[src/rtl/ika87ad_mc_pkg.sv]
// ============================================================================
// ika87ad_mc_pkg
// Shared bus-cycle codes, cycle-length helper and reset entry address for
// the ika87ad microcode sequencer.
// Revision: 1.0
// ============================================================================
`default_nettype none

package ika87ad_mc_pkg;

  typedef enum logic [1:0] {
    RD4  = 2'b00,
    RD3  = 2'b01,
    WR3  = 2'b10,
    IDLE = 2'b11
  } buscyc_e;

  localparam logic [7:0] IRD_ADDR_DEFAULT = 8'hFE;
  localparam int         MCW_DEFAULT      = 18;

  // Only the opcode fetch runs four T-states; every other cycle runs three.
  function automatic logic [2:0] cycle_len(input buscyc_e code);
    return (code == RD4) ? 3'd4 : 3'd3;
  endfunction

endpackage

`default_nettype wire

[src/rtl/ika87ad_microcode_sequencer_if.sv]
// ============================================================================
// ika87ad_microcode_sequencer_if
// Timing, ROM and decoder signals between the sequencer and its neighbours.
// Revision: 1.0
// ============================================================================
`default_nettype none

interface ika87ad_microcode_sequencer_if #(
  parameter int MCW = 18
);

  logic           i_CEN;
  logic           i_HOLD;
  logic [MCW-1:0] i_MC_WORD;
  logic           i_DEC_VALID;
  logic [7:0]     i_DEC_ADDR;

  logic [7:0]     o_MCROM_ADDR;
  logic           o_MCROM_READ_TICK;
  logic [1:0]     o_TSTATE;
  logic [1:0]     o_BUSCYC;
  logic           o_CYCLE_END;
  logic           o_OPCODE_FETCH;
  logic           o_DEC_STALL;

  // Sequencer side.
  modport master (
    input  i_CEN, i_HOLD, i_MC_WORD, i_DEC_VALID, i_DEC_ADDR,
    output o_MCROM_ADDR, o_MCROM_READ_TICK, o_TSTATE, o_BUSCYC,
           o_CYCLE_END, o_OPCODE_FETCH, o_DEC_STALL
  );

  // Environment side: timing, ROM and decoder.
  modport slave (
    output i_CEN, i_HOLD, i_MC_WORD, i_DEC_VALID, i_DEC_ADDR,
    input  o_MCROM_ADDR, o_MCROM_READ_TICK, o_TSTATE, o_BUSCYC,
           o_CYCLE_END, o_OPCODE_FETCH, o_DEC_STALL
  );

endinterface

`default_nettype wire

[src/rtl/ika87ad_tstate_counter.sv]
// ============================================================================
// ika87ad_tstate_counter
// T-state counter with hold gating, decoder stall and cycle-end pulse.
// Revision: 1.0
// ============================================================================
`default_nettype none

module ika87ad_tstate_counter
  import ika87ad_mc_pkg::*;
(
  input  wire logic       i_CLK,
  input  wire logic       i_RST,
  input  wire logic       i_CEN,
  input  wire logic       i_HOLD,
  input  wire buscyc_e    i_CODE,
  input  wire logic       i_DEC_READY,
  output logic [1:0]      o_TSTATE,
  output logic            o_CYCLE_END,
  output logic            o_T0_ADV,
  output logic            o_DEC_STALL
);

  typedef enum logic [0:0] {
    ST_RUN   = 1'b0,
    ST_STALL = 1'b1
  } state_e;

  state_e     state_q, state_d;
  logic [1:0] tstate_q, tstate_d;
  logic       cycle_end_w;
  logic       t0_adv_w;
  logic       adv_w;
  logic       last_w;
  logic [2:0] len_w;

  assign len_w  = cycle_len(i_CODE);
  assign adv_w  = i_CEN & ~i_HOLD;
  assign last_w = ({1'b0, tstate_q} == (len_w - 3'd1));

  always_comb begin
    state_d     = state_q;
    tstate_d    = tstate_q;
    cycle_end_w = 1'b0;
    t0_adv_w    = 1'b0;
    if (adv_w) begin
      if (last_w) begin
        // An opcode fetch may only finish once the decoder has an entry.
        if ((i_CODE != RD4) || i_DEC_READY) begin
          cycle_end_w = 1'b1;
          tstate_d    = 2'd0;
          state_d     = ST_RUN;
        end else begin
          state_d     = ST_STALL;
        end
      end else begin
        tstate_d = tstate_q + 2'd1;
        t0_adv_w = (tstate_q == 2'd0);
      end
    end
  end

  always_ff @(posedge i_CLK) begin
    if (i_RST) begin
      state_q  <= ST_RUN;
      tstate_q <= 2'd0;
    end else begin
      state_q  <= state_d;
      tstate_q <= tstate_d;
    end
  end

  assign o_TSTATE    = tstate_q;
  assign o_CYCLE_END = cycle_end_w & ~i_RST;
  assign o_T0_ADV    = t0_adv_w & ~i_RST;
  assign o_DEC_STALL = (state_q == ST_STALL);

endmodule

`default_nettype wire

[src/rtl/ika87ad_microcode_sequencer.sv]
// ============================================================================
// ika87ad_microcode_sequencer
// Micro-address sequencer feeding the microcode ROM: next-address mux,
// decoder entry latch, bus-cycle code register and ROM read tick.
// Revision: 1.0
// ============================================================================
`default_nettype none

module ika87ad_microcode_sequencer
  import ika87ad_mc_pkg::*;
#(
  parameter logic [7:0] IRD_ADDR = IRD_ADDR_DEFAULT,
  parameter int         MCW      = MCW_DEFAULT
) (
  input  wire logic                        i_CLK,
  input  wire logic                        i_RST,
  ika87ad_microcode_sequencer_if.master    bus
);

  logic [7:0] addr_q, addr_d;
  buscyc_e    buscyc_q;
  logic       lat_valid_q;
  logic [7:0] lat_addr_q;
  logic       upd_q;
  logic       boot_q;
  logic       tick_q;

  logic [1:0] tstate_w;
  logic       cycle_end_w;
  logic       t0_adv_w;
  logic       dec_stall_w;
  logic       dec_ready_w;
  logic       consume_w;

  assign dec_ready_w = lat_valid_q | bus.i_DEC_VALID;
  assign consume_w   = cycle_end_w & (buscyc_q == RD4);

  ika87ad_tstate_counter u_tstate (
    .i_CLK       (i_CLK),
    .i_RST       (i_RST),
    .i_CEN       (bus.i_CEN),
    .i_HOLD      (bus.i_HOLD),
    .i_CODE      (buscyc_q),
    .i_DEC_READY (dec_ready_w),
    .o_TSTATE    (tstate_w),
    .o_CYCLE_END (cycle_end_w),
    .o_T0_ADV    (t0_adv_w),
    .o_DEC_STALL (dec_stall_w)
  );

  always_comb begin
    addr_d = addr_q;
    if (cycle_end_w) begin
      if (buscyc_q == RD4) begin
        // A same-clock decoder pulse bypasses the latch.
        addr_d = bus.i_DEC_VALID ? bus.i_DEC_ADDR : lat_addr_q;
      end else begin
        addr_d = addr_q + 8'd1;
      end
    end
  end

  always_ff @(posedge i_CLK) begin
    if (i_RST) begin
      addr_q      <= IRD_ADDR;
      buscyc_q    <= RD4;
      lat_valid_q <= 1'b0;
      lat_addr_q  <= 8'h00;
    end else begin
      addr_q <= addr_d;
      if (t0_adv_w) begin
        buscyc_q <= buscyc_e'(bus.i_MC_WORD[1:0]);
      end
      if (consume_w) begin
        lat_valid_q <= 1'b0;
      end else if (bus.i_DEC_VALID) begin
        lat_valid_q <= 1'b1;
        lat_addr_q  <= bus.i_DEC_ADDR;
      end
    end
  end

  // Read tick trails every address load by one clock; reset counts as a load.
  always_ff @(posedge i_CLK) begin
    if (i_RST) begin
      upd_q  <= 1'b0;
      boot_q <= 1'b1;
      tick_q <= 1'b0;
    end else begin
      upd_q  <= cycle_end_w;
      boot_q <= 1'b0;
      tick_q <= upd_q | boot_q;
    end
  end

  generate
    if (MCW > 2) begin : g_spare_bits
      logic w_unused_spare;
      assign w_unused_spare = ^bus.i_MC_WORD[MCW-1:2];
    end
  endgenerate

  assign bus.o_MCROM_ADDR      = addr_q;
  assign bus.o_MCROM_READ_TICK = tick_q;
  assign bus.o_TSTATE          = tstate_w;
  assign bus.o_BUSCYC          = buscyc_q;
  assign bus.o_CYCLE_END       = cycle_end_w;
  assign bus.o_OPCODE_FETCH    = (buscyc_q == RD4);
  assign bus.o_DEC_STALL       = dec_stall_w;

endmodule

`default_nettype wire

[src/flat_wrapper.sv]
// flat-port wrapper written by rule: the top's interface ports become plain ports
module ika87ad_microcode_sequencer_flat import ika87ad_mc_pkg::*;
#(
  parameter logic [7:0] IRD_ADDR = IRD_ADDR_DEFAULT,
  parameter int         MCW      = MCW_DEFAULT
)
  (i_CLK, i_RST, bus_i_CEN, bus_i_HOLD, bus_i_MC_WORD, bus_i_DEC_VALID, bus_i_DEC_ADDR, bus_o_MCROM_ADDR, bus_o_MCROM_READ_TICK, bus_o_TSTATE, bus_o_BUSCYC, bus_o_CYCLE_END, bus_o_OPCODE_FETCH, bus_o_DEC_STALL);
  ika87ad_microcode_sequencer_if #(.MCW(MCW)) bus_i ();
  input  wire logic i_CLK;
  input  wire logic i_RST;
  input wire logic [$bits(bus_i.i_CEN)-1:0] bus_i_CEN;
  input wire logic [$bits(bus_i.i_HOLD)-1:0] bus_i_HOLD;
  input wire logic [$bits(bus_i.i_MC_WORD)-1:0] bus_i_MC_WORD;
  input wire logic [$bits(bus_i.i_DEC_VALID)-1:0] bus_i_DEC_VALID;
  input wire logic [$bits(bus_i.i_DEC_ADDR)-1:0] bus_i_DEC_ADDR;
  output wire logic [$bits(bus_i.o_MCROM_ADDR)-1:0] bus_o_MCROM_ADDR;
  output wire logic [$bits(bus_i.o_MCROM_READ_TICK)-1:0] bus_o_MCROM_READ_TICK;
  output wire logic [$bits(bus_i.o_TSTATE)-1:0] bus_o_TSTATE;
  output wire logic [$bits(bus_i.o_BUSCYC)-1:0] bus_o_BUSCYC;
  output wire logic [$bits(bus_i.o_CYCLE_END)-1:0] bus_o_CYCLE_END;
  output wire logic [$bits(bus_i.o_OPCODE_FETCH)-1:0] bus_o_OPCODE_FETCH;
  output wire logic [$bits(bus_i.o_DEC_STALL)-1:0] bus_o_DEC_STALL;
  assign bus_i.i_CEN = bus_i_CEN;
  assign bus_i.i_HOLD = bus_i_HOLD;
  assign bus_i.i_MC_WORD = bus_i_MC_WORD;
  assign bus_i.i_DEC_VALID = bus_i_DEC_VALID;
  assign bus_i.i_DEC_ADDR = bus_i_DEC_ADDR;
  assign bus_o_MCROM_ADDR = bus_i.o_MCROM_ADDR;
  assign bus_o_MCROM_READ_TICK = bus_i.o_MCROM_READ_TICK;
  assign bus_o_TSTATE = bus_i.o_TSTATE;
  assign bus_o_BUSCYC = bus_i.o_BUSCYC;
  assign bus_o_CYCLE_END = bus_i.o_CYCLE_END;
  assign bus_o_OPCODE_FETCH = bus_i.o_OPCODE_FETCH;
  assign bus_o_DEC_STALL = bus_i.o_DEC_STALL;
  ika87ad_microcode_sequencer #(.IRD_ADDR(IRD_ADDR), .MCW(MCW)) u_core (.i_CLK(i_CLK), .i_RST(i_RST), .bus(bus_i));
endmodule
[config.mk]
export PLATFORM = sky130hd
export DESIGN_NAME = ika87ad_microcode_sequencer_flat
export DESIGN_NICKNAME = d
export VERILOG_FILES = /design/src/rtl/ika87ad_mc_pkg.sv /design/src/rtl/ika87ad_microcode_sequencer_if.sv /design/src/rtl/ika87ad_tstate_counter.sv /design/src/rtl/ika87ad_microcode_sequencer.sv /design/src/flat_wrapper.sv
export SDC_FILE = /design/constraint.sdc
export NUM_CORES = 1
export LEC_CHECK = 0
export ABC_AREA = 0
export CAP_MARGIN = 40
export CORE_ASPECT_RATIO = 0.9
export CORE_MARGIN = 1
export CORE_UTILIZATION = 47
export CTS_CLUSTER_DIAMETER = 30
export DETAILED_ROUTE_END_ITERATION = 16
export GPL_ROUTABILITY_DRIVEN = 0
export PLACE_DENSITY = 0.95
export SYNTH_ARGS = -nofsm -noshare
export SYNTH_HDL_FRONTEND = slang
export SYNTH_HIERARCHICAL = 1
export SYNTH_SLANG_ARGS = --single-unit
[constraint.sdc]
create_clock -name i_CLK -period 7.3 [get_ports i_CLK]
set_input_delay 2.19 -clock i_CLK [delete_from_list [all_inputs] [get_ports i_CLK]]
set_output_delay 2.19 -clock i_CLK [all_outputs]
set_load 0.02 [all_outputs]
# Word level (Yosys, flattened, before mapping)
# Index checks and enable logic that the tools add are counted.
# classes
bitwise,8
n_reduce_logical,7
muxes,12
eq_ne,2
n_addsub,3
# ops
op,n
8-bit two-way mux,2
8-bit by 1-bit adder with 8-bit output (second input constant),1
1-bit two-way mux,7
1-bit bitwise AND,4
2-bit logical NOT,2
2-bit two-way mux,2
2-bit AND reduction,2
2-bit by 3-bit == test with 1-bit output,1
3-bit two-way mux,1
3-bit by 1-bit subtractor with 3-bit output (second input constant),1
2-bit by 1-bit adder with 2-bit output (second input constant),1
2-bit by 1-bit inequality test with 1-bit output (second input constant),1
1-bit NOT,2
1-bit OR,2
2-bit nonzero test,1
2-bit OR reduction,1
1-bit logical OR,1
# word_totals
in_bits,31
out_inout_bits,16
regBits,25

# Logic depth before layout (Yosys ltp)
# depth
word_depth,9
depth_mapped,10
depth_no_buf,7

# Cells and area by module
# Netlist, hierarchy kept.
# by_module_without_submodules
mod,seq_area_each_um2,cells_per_inst,area_each_um2,n_inst
ika87ad_microcode_sequencer,440.4,120,1031.0,1
ika87ad_tstate_counter,60.1,27,215.2,1

# Worst setup path before layout
# No wires, ideal clock.
# synth_timing
kind,input port to output port
startpoint,in bus_i_DEC_VALID
endpoint,out bus_o_CYCLE_END
required_time_ns,5.110
path_buffers,2
t_arrival_ns,3.294
path_stages,5
setup_slack_ns,1.816
cell_sequence,buf_2 > buf_2 > or2_2 > nor3_1 > nor4_2
# synth_via
elab_chain_len,6
# synth_rtl
element,line,source
from (decl),flat_wrapper.sv:14,input wire logic [$bits(bus_i.i_DEC_VALID)-1:0] bus_i_DEC_VALID;
1-bit OR,ika87ad_microcode_sequencer.sv:35,assign dec_ready_w = lat_valid_q | bus.i_DEC_VALID;
named net u_core.dec_ready_w,ika87ad_microcode_sequencer.sv:32,logic dec_ready_w;
1-bit logical OR,ika87ad_tstate_counter.sv:48,if ((i_CODE != RD4) || i_DEC_READY) begin
1-bit two-way mux,ika87ad_tstate_counter.sv:48,
1-bit two-way mux,ika87ad_tstate_counter.sv:46,if (last_w) begin
1-bit two-way mux,ika87ad_tstate_counter.sv:45,if (adv_w) begin
1-bit bitwise AND,ika87ad_tstate_counter.sv:73,assign o_CYCLE_END = cycle_end_w & ~i_RST;
to (decl),flat_wrapper.sv:20,output wire logic [$bits(bus_i.o_CYCLE_END)-1:0] bus_o_CYCLE_END;
# The timed path passes the listed nets, and every way through them passes these cells.

# Worst setup path after layout
# Ends and elaborated chain as after synthesis.

==> results <==
- 47 I/O pins were placed.
- The share of cell area taken by muxes after synthesis is under 10%.
- The die is approximately 56 um wide.
- The part of the Yosys area used for sequential elements is approximately two fifths.
- The net count reported at finish is around 210.
- The repair_antennas step left the layout with diodes totalling 0.
- The first global-routing pass estimated a little under 5000 um of wire.
- The count of antenna-violating nets left after detailed routing is 0.
- After clock tree synthesis, the clock-pin slew on the worst setup and hold paths is around 0.14 ns.
- The worst-case IR drop observed on VDD is about 110 uV.
- The master of the slowest instance on the critical path is sky130_fd_sc_hd__clkdlybuf4s50_1.
- The cell type with the highest occurrence count on the critical path is sky130_fd_sc_hd__clkdlybuf4s50_1.
- The via count of the first global-routing pass is 1097.
- Across all hold checks on the routed design, the worst slack comes to 0.460 ns.
- For this design, the sink count on the clock tree is 25.
- The average size of a mapped cell is 8.48 um^2.
- The async set or reset register ratio after synthesis is 0%.
- CTS built an H-tree with a depth of 1.
- The total power density per cell area is approximately 160 nW/um^2.
- The initial core utilization is 50.1%.
- The synthesized-area fraction occupied by adder cells is between 2 and 2.5%.
- The maximum fanout encountered on the critical timing path is 12.
- Summed over all nets, the switching power comes to about 0.000065 W.
- Setup repair after global routing left no endpoint under its margin.
- The synthesized netlist devotes between 20 and 25% of its cell area to compound gates.
- The endpoint identified for the worst register-to-register timing path is u_core/lat_addr_q[6]$_SDFFE_PP0N_.
- For the worst flop-to-flop path, the logic depth is 8.
- The endpoint with the worst hold slack is u_core/bus.o_MCROM_READ_TICK$_SDFF_PP0_.
- The number of cells produced by synthesis is 147.
- For the worst setup path, the data arrival time is between 4 and 5 ns.
- The total clock buffers created by CTS is 3.
- The run finished with clean final reports.
- The per-cell routed wire length is about 15 um.
- The final count of hold timing violations is 0.
- The nature of the critical path startpoint is an input port.
- Measured along the y axis, the die boundary spans 50.9 um.
- TritonCTS built the clock tree.
- The number of flops mapped to enable cells by yosys is 0.
- The total number of vias is 1201.
- The worst-case clock buffer depth is 2.
- The proportion of total power due to net switching is 26.5%.
- The primary flip-flop cell chosen by synthesis mapping is sky130_fd_sc_hd__dfxtp_1.
- Power comes to between 0.0002 and 0.00025 W.
- The number of unique standard cell types used by synthesis is 45.
- Counting instances, the worst hold path has a depth of 2.
- In this design, the stage delay of the slowest critical-path cell is 0.54 ns.
- The number of antenna violations at the first check in global routing was 0.
- The post-CTS repair timing setup buffer count is 0.
- For this run, the number of standard cells in the final layout without fillers is roughly 200.
- Internal power comes to 0.000180 W.
- At the later pin of the worst-skew pair, clock insertion delay measures about 0.32 ns.
- In this run the static leakage power is 0.625 nW.
- Clock tree synthesis selected as its root buffer the cell sky130_fd_sc_hd__clkbuf_4.
- The setup TNS is 0 ns.
- Setup violations remaining at the end of the flow were counted as 0.
- The endpoint type of the worst setup path is a primary output.
- The worst-case clock skew is ~0.0027 ns.
- The total overflow reported by the global router is 0.
- In this run the critical register-to-register path is launched from u_core/bus.o_BUSCYC[0]$_SDFFE_PP0P_.
- After synthesis, the largest family of logic cells by area is simple AND/OR/NAND/NOR gates.
- The tool flagged a number of max-cap violations equal to 0.
- The count of pins over their slew limit is 0.
- The post-cts repair resize count is 0.
- Detailed placement finished with a half-perimeter wire length of ~2200 um.
- The synthesis-to-finish area growth is 26.5%.
- Across all register-to-register paths, the minimum setup slack is 4.57 ns.
- The beginning of the worst hold path is u_core/boot_q$_DFF_P_.
- The critical path launch point is bus_i_DEC_VALID.
- The number of nets in the synthesized netlist is 180.
- The register share of total power is 58.9%.
- The critical setup path kind is input port to primary output.
- Measured against its own limit, the worst slew margin works out to a little under three quarters.
- The area share of and/or/nand/nor cells after synthesis is between 20% and 30%.
- Timing would allow up to 159 MHz.
- Entering global routing, the biggest net connects 29 pins.
- Buffers placed on the I/O ports in this run total 30.
- After floorplanning, the core was sized to cover between 2000 and 2500 um^2.
- The count of routing violations after the opening detailed-route iteration is 53.
- Of the cells placed in the final design, the portion with a size suffix greater than 1 is around 8.0%.
- For this run, the number of Yosys warnings is 6.
- For the worst setup path, the data required time is ~5.1 ns.
- Once placement completed, the tool counted placed cells totaling about 200.
- The DRC violation count after routing is 0.
- Before antenna repair, the detailed router went through 4 iterations.
- The final cycle utilization of the critical path is 86.3%.
- After detailed routing, the number of vias per cell comes to about 6.
- The xor/xnor cell area share of the yosys netlist is 0%.
- The critical path goes through clkdlybuf4s50_1 > or2_2 > nor3_1 > nor4_2 > buf_4 > clkdlybuf4s50_1.
- The aggregate routed wire length is a little over 3000 um.
- The smallest clock period supported by the final layout is computed as around 6.3 ns.
- The tightest min-delay check is of the flop to flop type.
- Synthesis inferred 25 register bits.
- The proportion of power drawn by combinational gates is between 15 and 20%.
- The fraction of power consumed by the clock network is 25.8%.
- The combined global-route utilization of all metal layers is between 20% and 30%.
- The area of the mapped netlist is around 1200 um^2.
- The post-cts hold buffer count is 0.
- The slew at the pin closest to its max-slew limit is ~0.43 ns.
- The placement row count is 17.
- The total die area is 2860 um^2.
[metrics by stage]
| stage | setup slack [ns] | cell area [um^2] | util (%) |
|---|---|---|---|
| floorplan | 1.82 | 1250 | - |
| global placement | 1.05 | 1550 | 62.2 |
| detailed placement | 1.03 | 1550 | 62.2 |
| CTS | 1.02 | 1580 | 63.3 |
| global route | 0.918 | 1580 | 63.3 |
| finish | 1.00 | 1580 | 63.3 |
[worst max-delay path by stage]
stage                       to  slack, ns
5_1_grt        bus_o_CYCLE_END       0.92
4_1_cts        bus_o_CYCLE_END       1.02
2_1_floorplan  bus_o_CYCLE_END       1.82
6_report       bus_o_CYCLE_END       1.00
3_5_place_dp   bus_o_CYCLE_END       1.03
3_3_place_gp   bus_o_CYCLE_END       1.05
[power by group through the flow]
stage | Combinational (W) | Clock, W | Sequential [W]
floorplan | 0.0000199 | 0 | 0.000148
global placement | 0.0000354 | 0 | 0.000147
finish | 0.0000375 | 0.0000632 | 0.000144
global route | 0.0000405 | 0.0000731 | 0.000145
detailed placement | 0.0000369 | 0 | 0.000147
CTS | 0.0000371 | 0.0000646 | 0.000144
[layout make-up]
cell class,count,area [um^2]
repair buffers,33,323
clock buffers,3,22.5
flip-flops and latches,25,500
fillers,233,912
clock inverters,1,5.00
well taps,28,35.0
multi-input cells,107,668
inverters,6,22.5
[sequential cells by signal, summed over array words and instances, names as in the netlist]
register	cells
u_core/boot_q	1
u_core/bus.o_BUSCYC	2
u_core/bus.o_MCROM_ADDR	8
u_core/bus.o_MCROM_READ_TICK	1
u_core/lat_addr_q	8
u_core/lat_valid_q	1
u_core/u_tstate/o_DEC_STALL	1
u_core/u_tstate/o_TSTATE	2
u_core/upd_q	1
[cell families (layout without fill, tap and decap cells)]
group | after synthesis | in the layout
flip-flops | 25 | 25
AO/OA/AOI/OAI | 39 | 39
multiplexers | 11 | 11
adder cells (fa/ha/maj) | 2 | 2
buffers and inverters | 15 | 43
AND/OR/NAND/NOR | 55 | 55
[worst max-delay path: cells and delay by family]
kind / cells / cell delay, ns
buf+inv: 3 / 1.15
simple gates: 3 / 0.76
[cell usage after synthesis, types with 3 or more instances]
master	instances	area, um^2
sky130_fd_sc_hd__dfxtp_1	25	500
sky130_fd_sc_hd__nand2_1	19	71.3
sky130_fd_sc_hd__a21oi_1	11	55.1
sky130_fd_sc_hd__nor2_1	11	41.3
sky130_fd_sc_hd__mux2i_1	9	90.1
sky130_fd_sc_hd__o21ai_0	8	40.0
sky130_fd_sc_hd__nand3_1	7	35.0
sky130_fd_sc_hd__inv_1	5	18.8
sky130_fd_sc_hd__buf_2	4	20.0
sky130_fd_sc_hd__a211oi_1	3	22.5
sky130_fd_sc_hd__nor3_1	3	15.0
[placed cells by master, fill, tap and decap left out, types with 2 or more instances in the layout]
cell type / count
sky130_fd_sc_hd__nor2b_1: 2
sky130_fd_sc_hd__nor2_1: 11
sky130_fd_sc_hd__a211oi_1: 3
sky130_fd_sc_hd__o21ai_0: 8
sky130_fd_sc_hd__nand2b_1: 2
sky130_fd_sc_hd__dfxtp_1: 25
sky130_fd_sc_hd__nand2_1: 19
sky130_fd_sc_hd__mux2_2: 2
sky130_fd_sc_hd__mux2i_1: 9
sky130_fd_sc_hd__inv_1: 5
sky130_fd_sc_hd__nor3_1: 3
sky130_fd_sc_hd__ha_1: 2
sky130_fd_sc_hd__clkdlybuf4s50_1: 30
sky130_fd_sc_hd__o32ai_1: 2
sky130_fd_sc_hd__a21oi_1: 11
sky130_fd_sc_hd__clkbuf_4: 3
sky130_fd_sc_hd__nand3_1: 7
sky130_fd_sc_hd__buf_4: 3
sky130_fd_sc_hd__and3_1: 2
[routing by layer]
metal	wire length, um	track usage [%]	share of wire [%]	up-vias
li1	-	-	-	583
met1	1410	28.9	46	567
met2	1470	37.3	48	46
met3	140	3.29	4.6	5
met4	33	7.32	1.1	0
met5	0	0	0	-
Power figures use the tool's default switching activity.
